**config.mk**
```make
export PLATFORM = sky130hd
export DESIGN_NAME = axi_read_intf
export DESIGN_NICKNAME = d
export VERILOG_FILES = /design/src/rtl/tpu_axi_pkg.sv /design/src/rtl/axi_burst_addr_gen.sv /design/src/rtl/axi_read_intf.sv
export SDC_FILE = /design/constraint.sdc
export NUM_CORES = 1
export LEC_CHECK = 0
export BUFFER_PORTS_ARGS = -buffer_cell sky130_fd_sc_hd__buf_4
export CAP_MARGIN = 0
export CORE_UTILIZATION = 50
export CTS_CLUSTER_SIZE = 20
export DETAILED_ROUTE_END_ITERATION = 8
export GPL_TIMING_DRIVEN = 0
export PLACE_DENSITY = 0.75
export SYNTH_ARGS = -nofsm -noshare
export SYNTH_HDL_FRONTEND = slang
export SYNTH_HIERARCHICAL = 1
export SYNTH_SLANG_ARGS = --single-unit
```
**constraint.sdc**
```tcl
create_clock -name clk -period 6 [get_ports clk]
set_input_delay 0.3 -clock clk [delete_from_list [all_inputs] [get_ports clk]]
set_output_delay 0.3 -clock clk [all_outputs]
set_load 0.01 [all_outputs]
```
**src/rtl/tpu_axi_pkg.sv**
```systemverilog
`default_nettype none
// ============================================================================
// Module  : tpu_axi_pkg
// Brief   : Shared AXI encodings, TPU target ID and read-FSM state type.
// Revision: 1.0 - initial release
// ============================================================================
package tpu_axi_pkg;

  // AXI burst type encodings
  localparam logic [1:0] BURST_FIXED = 2'b00;
  localparam logic [1:0] BURST_INCR  = 2'b01;
  localparam logic [1:0] BURST_WRAP  = 2'b10;

  // AXI response encodings
  localparam logic [1:0] RESP_OKAY   = 2'b00;
  localparam logic [1:0] RESP_SLVERR = 2'b10;

  // The only AXI ID the TPU target answers
  localparam logic [7:0] TPU_ID = 8'h00;

  // Read slave FSM states
  typedef enum logic [1:0] {
    ST_IDLE   = 2'd0,
    ST_REQ    = 2'd1,
    ST_WAIT_R = 2'd2
  } rd_state_e;

endpackage
`default_nettype wire

```
**src/rtl/axi_burst_addr_gen.sv**
```systemverilog
`default_nettype none
// ============================================================================
// Module  : axi_burst_addr_gen
// Brief   : Combinational next-beat address for FIXED / INCR / WRAP bursts.
//           Shared between the TPU AXI read and write slaves.
// Revision: 1.0 - initial release
// ============================================================================
module axi_burst_addr_gen #(
  parameter int ADDR_WIDTH = 11
) (
  input  logic [ADDR_WIDTH-1:0] addr_i,
  input  logic [2:0]            size_i,
  input  logic [7:0]            len_i,
  input  logic [1:0]            burst_i,
  output logic [ADDR_WIDTH-1:0] next_addr_o
);
  import tpu_axi_pkg::*;

  logic [ADDR_WIDTH-1:0] w_step;
  logic [ADDR_WIDTH-1:0] w_incr;
  logic [ADDR_WIDTH-1:0] w_wrap_mask;
  logic                  w_wrap_legal;

  assign w_step = ADDR_WIDTH'(1) << size_i;
  assign w_incr = addr_i + w_step;

  // Window size minus one; modular arithmetic keeps a window equal to the
  // whole address space correct (all-ones mask).
  assign w_wrap_mask = ((ADDR_WIDTH'(len_i) + ADDR_WIDTH'(1)) << size_i) - ADDR_WIDTH'(1);

  // Only 2/4/8/16-beat wraps are legal; anything else degrades to INCR
  assign w_wrap_legal = (len_i == 8'd1) || (len_i == 8'd3) ||
                        (len_i == 8'd7) || (len_i == 8'd15);

  // Select next address by burst type (reserved encoding behaves as INCR)
  always_comb begin
    next_addr_o = w_incr;
    case (burst_i)
      BURST_FIXED: next_addr_o = addr_i;
      BURST_WRAP: begin
        if (w_wrap_legal) begin
          next_addr_o = (addr_i & ~w_wrap_mask) | (w_incr & w_wrap_mask);
        end
      end
      default: next_addr_o = w_incr;
    endcase
  end

endmodule
`default_nettype wire

```
**src/rtl/axi_read_intf.sv**
```systemverilog
`default_nettype none
// ============================================================================
// Module  : axi_read_intf
// Brief   : AXI4 read-channel slave for the TPU target. One burst in flight;
//           each beat is one request to internal storage, returned on R.
// Revision: 1.0 - initial release
// ============================================================================
module axi_read_intf #(
  parameter int                  ID_WIDTH   = 8,
  parameter int                  ADDR_WIDTH = 11,
  parameter int                  DATA_WIDTH = 32,
  parameter logic [ID_WIDTH-1:0] TPU_ID     = ID_WIDTH'(tpu_axi_pkg::TPU_ID)
) (
  input  logic                  clk,
  input  logic                  rst,
  // AR channel
  input  logic [ID_WIDTH-1:0]   ARID,
  input  logic [ADDR_WIDTH-1:0] ARADDR,
  input  logic [7:0]            ARLEN,
  input  logic [2:0]            ARSIZE,
  input  logic [1:0]            ARBURST,
  input  logic                  ARVALID,
  output logic                  ARREADY,
  // R channel
  output logic [ID_WIDTH-1:0]   RID,
  output logic [DATA_WIDTH-1:0] RDATA,
  output logic [1:0]            RRESP,
  output logic                  RLAST,
  output logic                  RVALID,
  input  logic                  RREADY,
  // Internal storage bus
  output logic                  axi_rd_doing,
  output logic                  axi_rd_req,
  output logic [ADDR_WIDTH-1:0] axi_rd_addr,
  output logic [2:0]            axi_rd_size,
  input  logic                  axi_rd_ack,
  input  logic [DATA_WIDTH-1:0] axi_rd_data,
  input  logic [1:0]            axi_rd_stat
);
  import tpu_axi_pkg::*;

  // Largest ARSIZE the data bus can carry in one beat
  localparam logic [2:0] MAX_SIZE = 3'($clog2(DATA_WIDTH/8));

  rd_state_e             state_q,  state_d;
  logic                  arready_q, arready_d;
  logic [ID_WIDTH-1:0]   id_q,     id_d;
  logic [ADDR_WIDTH-1:0] addr_q,   addr_d;
  logic [2:0]            size_q,   size_d;
  logic [1:0]            burst_q,  burst_d;
  logic [7:0]            len_q,    len_d;
  logic [7:0]            cnt_q,    cnt_d;
  logic                  over_q,   over_d;
  logic [DATA_WIDTH-1:0] rdata_q,  rdata_d;
  logic [1:0]            rresp_q,  rresp_d;
  logic                  rvalid_q, rvalid_d;
  logic                  rlast_q,  rlast_d;
  logic                  doing_q,  doing_d;

  logic                  w_ar_hs;
  logic [ADDR_WIDTH-1:0] w_next_addr;

  assign w_ar_hs = ARVALID & arready_q;

  axi_burst_addr_gen #(
    .ADDR_WIDTH (ADDR_WIDTH)
  ) u_addr_gen (
    .addr_i      (addr_q),
    .size_i      (size_q),
    .len_i       (len_q),
    .burst_i     (burst_q),
    .next_addr_o (w_next_addr)
  );

  // Next-state and datapath: capture AR, issue beat requests, hand out R beats
  always_comb begin
    state_d  = state_q;
    id_d     = id_q;
    addr_d   = addr_q;
    size_d   = size_q;
    burst_d  = burst_q;
    len_d    = len_q;
    cnt_d    = cnt_q;
    over_d   = over_q;
    rdata_d  = rdata_q;
    rresp_d  = rresp_q;
    rvalid_d = rvalid_q;
    rlast_d  = rlast_q;
    doing_d  = doing_q;

    case (state_q)
      ST_IDLE: begin
        // Foreign IDs belong to another target on the bus: silently ignored
        if (w_ar_hs && (ARID == TPU_ID)) begin
          id_d    = ARID;
          addr_d  = ARADDR;
          size_d  = ARSIZE;
          burst_d = ARBURST;
          len_d   = ARLEN;
          cnt_d   = ARLEN;
          over_d  = (ARSIZE > MAX_SIZE);
          doing_d = 1'b1;
          state_d = ST_REQ;
        end
      end
      ST_REQ: begin
        if (over_q) begin
          // Oversize beats never touch storage and answer SLVERR at once
          rdata_d  = '0;
          rresp_d  = RESP_SLVERR;
          rvalid_d = 1'b1;
          rlast_d  = (cnt_q == 8'd0);
          state_d  = ST_WAIT_R;
        end else if (axi_rd_ack) begin
          rdata_d  = axi_rd_data;
          rresp_d  = axi_rd_stat;
          rvalid_d = 1'b1;
          rlast_d  = (cnt_q == 8'd0);
          state_d  = ST_WAIT_R;
        end
      end
      ST_WAIT_R: begin
        if (rvalid_q && RREADY) begin
          rvalid_d = 1'b0;
          if (rlast_q) begin
            rlast_d = 1'b0;
            doing_d = 1'b0;
            state_d = ST_IDLE;
          end else begin
            cnt_d   = cnt_q - 8'd1;
            addr_d  = w_next_addr;
            state_d = ST_REQ;
          end
        end
      end
      default: state_d = ST_IDLE;
    endcase

    // ARREADY is registered so it stays low until the first edge after reset
    arready_d = (state_d == ST_IDLE);
  end

  // State and payload registers, cleared asynchronously to abort any burst
  always_ff @(posedge clk or posedge rst) begin
    if (rst) begin
      state_q   <= ST_IDLE;
      arready_q <= 1'b0;
      id_q      <= '0;
      addr_q    <= '0;
      size_q    <= '0;
      burst_q   <= '0;
      len_q     <= '0;
      cnt_q     <= '0;
      over_q    <= 1'b0;
      rdata_q   <= '0;
      rresp_q   <= RESP_OKAY;
      rvalid_q  <= 1'b0;
      rlast_q   <= 1'b0;
      doing_q   <= 1'b0;
    end else begin
      state_q   <= state_d;
      arready_q <= arready_d;
      id_q      <= id_d;
      addr_q    <= addr_d;
      size_q    <= size_d;
      burst_q   <= burst_d;
      len_q     <= len_d;
      cnt_q     <= cnt_d;
      over_q    <= over_d;
      rdata_q   <= rdata_d;
      rresp_q   <= rresp_d;
      rvalid_q  <= rvalid_d;
      rlast_q   <= rlast_d;
      doing_q   <= doing_d;
    end
  end

  assign ARREADY      = arready_q;
  assign RID          = id_q;
  assign RDATA        = rdata_q;
  assign RRESP        = rresp_q;
  assign RLAST        = rlast_q;
  assign RVALID       = rvalid_q;
  assign axi_rd_doing = doing_q;
  assign axi_rd_req   = (state_q == ST_REQ) & ~over_q;
  assign axi_rd_addr  = addr_q;
  assign axi_rd_size  = size_q;

endmodule
`default_nettype wire

```
==> out/results.txt, run 1 <==
Die Ht - 105 µm
Cell taking the most area after synthesis - dfrtp_1
Worst EP required - 6230 ps
RR Endpoint - axi_rd_addr[10]
Gr usage total - 0.284
Number of nets in the layout - 864
Pwr/cell area - 349 nW/µm²
CTS tree - built
Place WS - 1690 ps
Post-layout worst setup margin - 1580 ps
Root buf cell - clkbuf_8
Routed vias - 5,186
Vias in the first global route - 5,064
Final instance area - 6670 µm²
Antenna Nets Post-Route - 0
Num CTS Buffers - 9
Mapped Cells - 635
Rel. slew slack - 0.607
RR Startpoint - axi_rd_size[2]
P&R area growth vs syn - 25.8%
Most common cell on crit path - clkbuf_1
TritonRoute pass-1 iters - 5
Top cells by area, synth - dfrtp_1, nand2_1, nand3b_1, ha_1, a21oi_1
Crit path max fanout - 10
Fillers - 937
Design Power - 2.32 mW
Num ports - 132
Largest net degree at the start of global routing - 74
Final min period - 4420 ps
Worst r2r path cells - 17
Routed WL per cell - 16.1 µm
Final hold vios - 0
Largest delay share family, worst path - buffers and inverters
Num Clock Sinks - 81
Arr. time, crit path - 4640 ps
Least-Margin Pin Slew - 589 ps
Levels on crit path - 17
Post-synth EDFFs - 0
Slowest stage delay, CP - 510 ps
CTS max path bufs - 2
Clock Skew - 10.1 ps
Core Box Area - 10,300 µm²
MaxCap Viol Count - 0
Gpl congestion - 0.971
PortBufs - 131
Yosys cell types - 82
Detailed Route Iter0 Violations - 318
Die area - 11,000 µm²
Register area share after synthesis - 0.383
Max-slew violation count - 0
Row cnt - 37
Hold endpoint - burst_q[1]
Synth Net Count - 720
Crit path capture type - flip-flop
Syn avg cell area - 8.34 µm²
DRC viols - 0
Layout cell share with drive strength beyond 1 - 0.250
Max stage delay cell, worst path - or4b_1
Status - completed
R2r setup slk - 1580 ps
RSZ-0062 raised after global routing - false
Diode count - 0
Hold_sp - ARBURST[1]
Post-detail-place hpwl - 11,600 µm
Worst hold path depth - 3
Routed wire length - 14,900 µm
Leak - 3.23 nW
Synth warn - 6
Final Cycle Share - 0.736
Dominant synthesized flop cell - dfrtp_1
Worst Setup Start Kind - flip-flop
HP Class - in -> reg
Setup violators final - 0
Initial antenna violation count - 0
Via/cell ratio - 5.64
Clock transition at path regs - 80 ps
Worst-path cell chain - clkbuf_1 > clkbuf_1 > clkbuf_1 > nor3_1 > ha_1 > inv_1 > fa_1 > nor2b_1 > o31ai_1 > a21oi_1 > o21ai_0 > nand2b_1 > and3_1 > and4b_1 > or4b_1 > nand2_1 > a31oi_1
Seq cells post-synth - 81
Top cell type's share of synthesized area - 0.383
Mapped cell area - 5300 µm²
CP bufs+invs - 4
Peak Freq - 226 MHz
Grt total ovfl - 0
TNS Setup - 0 ps
First-pass GRT wire length - 24,900 µm
H-tree depth - 3
Synth async-reset ratio - 1.00
Starting density of the core - 0.516
Clk_lat worst skew - 360 ps
Area post-placement - 6480 µm²
Die X - 105 µm
VDD IR-drop max - 0.223 mV
Critical Setup Path Class - reg -> reg
## metal layers
layer	share of wire	track usage
met1	0.42	0.352
met2	0.49	0.480
met3	0.062	0.0549
met4	0.029	0.124
met5	0	0
## layout make-up
type	count	area, µm²	area share
clock inverter	5	31.3	0.00469
tap	136	170	0.0255
buffer	42	193	0.0289
sequential	81	2030	0.304
clock buffer	11	141	0.0212
multi-input combinational	495	3020	0.452
timing repair buffer	133	1020	0.153
inverter	17	66.3	0.00995
## layout by cell type, fill, tap and decap left out, types with 4 or more instances in the layout
master,n
mux2_2,6
clkbuf_1,22
nand3_1,14
a211oi_1,5
buf_2,16
a21o_1,4
and2_1,11
xor2_1,7
nor3_1,14
ha_1,13
or3_1,5
nand3b_1,37
clkbuf_8,10
inv_1,15
a21oi_1,27
and3_1,4
nor2_1,28
mux2i_1,6
nor2b_1,6
o211ai_1,6
xnor2_1,7
nand2_1,163
nand2b_1,8
a31oi_1,15
o2111ai_1,4
buf_4,135
o21ai_0,26
dfrtp_1,81
## per-stage QoR
stage	util	hold slack, ps	cells
3_5_place_dp	0.631	213	903
2_1_floorplan	-	412	635
5_1_grt	0.649	134	920
6_report	0.649	144	920
4_1_cts	0.649	131	920
3_3_place_gp	0.628	452	902
## registers in the layout (all words and copies together), names as in the netlist
register      cells
state_q           2
RRESP             2
RID               8
len_q             8
RVALID            1
axi_rd_addr      11
over_q            1
RDATA            32
ARREADY           1
cnt_q             8
burst_q           2
axi_rd_size       3
RLAST             1
axi_rd_doing      1
## where the power goes
group | switching (mW) | internal [mW]
clock | 0.200 | 0.160
combinational | 0.542 | 0.505
sequential | 0.176 | 0.741
## cells by family (layout without fill, tap and decap cells)
logic type / after synthesis / count (layout) / share of synthesized area
buffers and inverters: 59 / 208 / 0.0484
DFF: 81 / 81 / 0.383
adders and majority gates: 14 / 14 / 0.0345
AOI/OAI and AO/OA: 135 / 135 / 0.184
muxes: 12 / 12 / 0.0241
xor gates and xnor gates: 14 / 14 / 0.0231
and+or+nand+nor: 320 / 320 / 0.304
## worst reg2reg max path, stage by stage (launching register included)
cell,delay [ps]
dfrtp_1,410
clkbuf_1,450
clkbuf_1,430
clkbuf_1,400
nor3_1,140
ha_1,220
inv_1,70
fa_1,200
nor2b_1,70
o31ai_1,380
a21oi_1,150
o21ai_0,180
nand2b_1,100
and3_1,240
and4b_1,180
or4b_1,510
nand2_1,80
a31oi_1,80
## worst max-delay path by stage
stage / start / endpoint
floorplan: axi_rd_size[2] / axi_rd_addr[10]
global placement: axi_rd_size[2] / axi_rd_addr[10]
detailed placement: axi_rd_size[2] / axi_rd_addr[10]
CTS: axi_rd_size[2] / axi_rd_addr[10]
global route: axi_rd_size[2] / axi_rd_addr[10]
finish: axi_rd_size[2] / axi_rd_addr[10]
## synthesized netlist by cell type, types with 6 or more instances
cell      number
nand2_1      163
dfrtp_1       81
nand3b_1      37
nor2_1        28
a21oi_1       27
o21ai_0       26
clkbuf_1      21
buf_2         16
inv_1         16
a31oi_1       15
nand3_1       14
nor3_1        14
ha_1          13
and2_1        11
nand2b_1       8
xnor2_1        7
xor2_1         7
mux2_2         6
mux2i_1        6
nor2b_1        6
o211ai_1       6
## what timing repair did
action                                 4_1_cts  5_1_grt
endpoints found under the hold margin        8        0
setup endpoints to repair                    0        0
resized for setup                            0        0
hold buffers                                 1        0
setup buffers                                0        0
No activity file was read; power rests on OpenSTA's default activity.
==> run 2, diff against run 1 <==
clock period = 4.1 ns   (was 6 ns; I/O delays follow)
==> run 2 against run 1 <==
Compared with the run above: worst hold slack lost 95 ps; critical path depth is the same; clock skew grew 1.4 ps; largest power group unchanged; via count grew 0.13%; combinational power grew 46%; global-route usage shrank 0.054 points; register-to-register slack lost 1200 ps.
==> out/results.txt, run 2 (synthesized netlist as in run 1, its figures left out) <==
Setup violators final - 0
VDD IR-drop max - 0.326 mV
GRT busiest layer - met2
Gpl congestion - 0.971
Detailed Route Iter0 Violations - 331
Peak Freq - 267 MHz
MaxCap Viol Count - 0
DRC viols - 0
Max reg flops - 32
Most frequent cells in the layout - nand2_1, buf_4, dfrtp_1
Clk_lat worst skew - 360 ps
GRT met1 Usage - 0.351
Status - completed
Critical Setup Path Class - reg -> reg
Gr usage total - 0.283
Post-layout worst setup margin - 353 ps
P&R area growth vs syn - 25.9%
Initial antenna violation count - 0
TNS Setup - 0 ps
Num Clock Sinks - 81
H-tree depth - 3
Area post-placement - 6480 µm²
Final Cycle Share - 0.914
Clock transition at path regs - 80 ps
Num CTS Buffers - 9
Crit path capture type - flip-flop
Layout cell share with drive strength beyond 1 - 0.254
Post-detail-place hpwl - 11,600 µm
Fin cells - 918
Met3 usage - 0.0549
Antenna Nets Post-Route - 0
Commonest non-fill, non-tap cell in the layout - nand2_1
Diode count - 0
CTS tree - built
Routed vias - 5,193
Placed Cells - 903
Worst EP required - 4330 ps
Final min period - 3750 ps
Die area - 11,000 µm²
Max-slew violation count - 0
Design Power - 3.40 mW
Root buf cell - clkbuf_8
Via/cell ratio - 5.66
PortBufs - 131
RSZ-0062 raised after global routing - false
Arr. time, crit path - 3970 ps
Starting density of the core - 0.516
Rel. slew slack - 0.614
Final instance area - 6670 µm²
Clock Skew - 11.5 ps
First-pass GRT wire length - 24,900 µm
Vias in the first global route - 5,066
Grt total ovfl - 0
Least-Margin Pin Slew - 577 ps
Die Ht - 105 µm
Number of nets in the layout - 862
Pwr/cell area - 510 nW/µm²
Worst hold path depth - 3
Routing usage on met2 - 0.480
CTS max path bufs - 2
Row cnt - 37
Final hold vios - 0
Routed WL per cell - 16.2 µm
Worst r2r path cells - 17
Worst Setup Start Kind - flip-flop
HP Class - in -> reg
Core Box Area - 10,300 µm²
R2r setup slk - 350 ps
Crit path max fanout - 10
Place WS - -207 ps
Leak - 3.23 nW
Routed wire length - 14,800 µm
TritonRoute pass-1 iters - 5
Largest net degree at the start of global routing - 74
Num ports - 132
Die X - 105 µm
Worst Hold Margin - 49.5 ps
Layout Utilization - 0.649
## run 2: cell count changes in the layout (fill, tap and decap cells not counted), sizes merged
cell,previous run,this run
clkbuf,32,30
## run 2: layout make-up
class | count | area [µm²]
timing repair buffer | 133 | 1020
fill | 940 | 3610
clock buffer | 11 | 141
inverter | 17 | 66.3
sequential | 81 | 2030
buffer | 40 | 185
clock inverter | 5 | 31.3
multi-input combinational | 495 | 3030
tap | 136 | 170
## run 2: timing repair
item / in CTS / in global routing
setup buffers: 0 / 0
setup endpoints to repair: 1 / 1
hold buffers: 1 / 0
endpoints found under the hold margin: 8 / 0
resized for setup: 1 / 2
## run 2: critical path, cell delays in order (launching register included)
cell	delay, ps
dfrtp_1	440
buf_2	220
buf_4	200
buf_2	200
nor3_2	190
ha_1	190
inv_1	50
fa_1	400
nor2b_1	210
o31ai_2	110
a21oi_1	170
o21ai_0	100
nand2b_1	110
and3_1	240
mux2i_1	190
or4b_1	460
nand2_1	80
a31oi_1	80
## run 2: final timing paths
kind | to | start
max in group asynchronous | axi_rd_size[2] | rst
max reg2reg | axi_rd_addr[10] | axi_rd_size[0]
max | axi_rd_addr[10] | axi_rd_size[0]
min in group asynchronous | RDATA[10] | rst
min reg2reg | RDATA[5] | RDATA[5]
min | burst_q[1] | ARBURST[1]
## run 2: metal layers
| layer | vias to the layer above | part of all wire |
|---|---|---|
| met4 | 0 | 0.029 |
| met2 | 166 | 0.49 |
| li1 | 2519 | - |
| met1 | 2475 | 0.42 |
| met5 | - | 0 |
| met3 | 33 | 0.058 |
## run 2: report_power, final
group | internal [mW] | leakage [nW] | switching (mW) | total [mW]
sequential | 1.08 | 1.03 | 0.261 | 1.35
clock | 0.235 | 0.0891 | 0.293 | 0.528
combinational | 0.739 | 2.10 | 0.790 | 1.53
total | 2.06 | 3.23 | 1.34 | 3.40
==> run 3, diff against run 2 <==
REMOVE_ABC_BUFFERS = 1   (was default)
==> run 3 against run 2 <==
Compared with the run above: maximum frequency decreased by 1.2%; global-route usage fell by 2.0 points; non-clock buffer count decreased by 38; utilization down 1.1 points; sequential power is essentially flat; register-to-register slack worse by 40 ps; clock skew rose by 6.3 ps; wire length shrank 4.7%; critical path depth is 6 lower; power increased by 3.2%; final area is 1.7% lower; critical path type unchanged; largest power group unchanged.
==> out/results.txt, run 3 (synthesized netlist as in run 1, its figures left out) <==
Max reg flops - 32
Worst Setup Start Kind - flip-flop
Crit path capture type - flip-flop
Routed vias - 5,124
VDD IR-drop max - 0.331 mV
Final Cycle Share - 0.925
Initial antenna violation count - 0
P&R area growth vs syn - 23.8%
Worst Hold Margin - 41.5 ps
Num Clock Sinks - 81
Arr. time, crit path - 4000 ps
Grt total ovfl - 0
Final hold vios - 0
Clock Skew - 17.8 ps
Die area - 11,000 µm²
Gpl congestion - 0.912
Pwr/cell area - 536 nW/µm²
Row cnt - 37
Critical Setup Path Class - reg -> reg
Crit path max fanout - 15
Peak Freq - 264 MHz
Core Box Area - 10,300 µm²
Starting density of the core - 0.516
Post-layout worst setup margin - 309 ps
Post-CTS setup buffers - 0
RSZ-0062 raised after global routing - false
Least-Margin Pin Slew - 1220 ps
Rel. slew slack - 0.183
Setup violators final - 0
Worst EP required - 4310 ps
Routed WL per cell - 16.1 µm
Layout cell share with drive strength beyond 1 - 0.246
Gr usage total - 0.263
Leak - 3.13 nW
Num ports - 132
Routed wire length - 14,100 µm
Number of nets in the layout - 824
Clock transition at path regs - 90 ps
Die X - 105 µm
Antenna Nets Post-Route - 0
Post-detail-place hpwl - 10,100 µm
PortBufs - 131
TNS Setup - 0 ps
CTS tree - built
Diode count - 0
DRC viols - 0
Detailed Route Iter0 Violations - 280
Num CTS Buffers - 9
Place WS - 152 ps
Status - completed
Vias in the first global route - 4,912
HP Class - in -> reg
Die Ht - 105 µm
H-tree depth - 3
Clk_lat worst skew - 360 ps
First-pass GRT wire length - 23,500 µm
Via/cell ratio - 5.82
Largest net degree at the start of global routing - 45
TritonRoute pass-1 iters - 7
MaxCap Viol Count - 0
Final min period - 3790 ps
CTS max path bufs - 2
Max-slew violation count - 0
Commonest non-fill, non-tap cell in the layout - nand2_1
Root buf cell - clkbuf_8
Most frequent cells in the layout - nand2_1, buf_4, dfrtp_1
-- run 3: changes by cell type in the layout (fill, tap and decap cells not counted), sizes merged --
| cell | before | now |
|---|---|---|
| buf | 153 | 134 |
| bufinv | 0 | 2 |
| clkbuf | 30 | 9 |
| clkinv | 4 | 2 |
| inv | 17 | 19 |
-- run 3: report_power, final --
part | internal (mW) | switching [mW] | total [mW]
clock | 0.350 | 0.322 | 0.672
combinational | 0.728 | 0.741 | 1.47
sequential | 1.08 | 0.287 | 1.37
total | 2.16 | 1.35 | 3.51
-- run 3: final cells by class --
class / count / area (µm²)
Tap cell: 136 / 170
Multi-Input combinational cell: 495 / 3020
Fill cell: 916 / 3720
Inverter: 17 / 66.3
Timing Repair Buffer: 135 / 1050
Sequential cell: 81 / 2030
Clock buffer: 9 / 124
Clock inverter: 7 / 101
-- run 3: worst max-delay path: stages (launching register included) --
cell	delay, ps
dfrtp_1	690
ha_1	560
inv_1	180
or3_1	430
a21boi_1	350
o2111a_1	250
nand4b_2	140
nor2_2	230
nor4b_1	100
or4b_1	550
nand2_1	80
a31oi_1	90
-- run 3: timing repair --
item                       4_1_cts  5_1_grt
hold endpoints to repair        37        0
setup endpoints to repair        0        1
gates resized for setup          0        3
hold buffers                     1        0
-- run 3: routing by layer --
layer  up-vias  part of all wire  global-route usage
li1       2445                 -                   -
met1      2487              0.42               0.330
met2       170              0.50               0.452
met3        22             0.066              0.0568
met4         0             0.017              0.0795
met5         -                 0                   0
-- run 3: final timing paths --
| kind | start | to | slack [ps] | cells after the start |
|---|---|---|---|---|
| worst min register to register | RDATA[19] | RDATA[19] | 470 | 2 |
| worst max register to register | len_q[0] | axi_rd_addr[10] | 310 | 11 |
| worst max-delay path | len_q[0] | axi_rd_addr[10] | 310 | 11 |
| max in group asynchronous | rst | len_q[0] | 3070 | 4 |
| min in group asynchronous | rst | RID[7] | 440 | 3 |
| worst min-delay path | ARBURST[1] | burst_q[1] | 40 | 3 |
-- run 3: metrics by stage --
step / utilization / instances / area (µm²) / power, mW
after global placement: 0.609 / 860 / 6260 / 2.77
final: 0.638 / 880 / 6560 / 3.51
after detailed placement: 0.615 / 863 / 6320 / 2.85
after floorplan: - / 593 / 5110 / 2.17
after global routing: 0.638 / 880 / 6560 / 3.75
after CTS: 0.638 / 880 / 6550 / 3.52
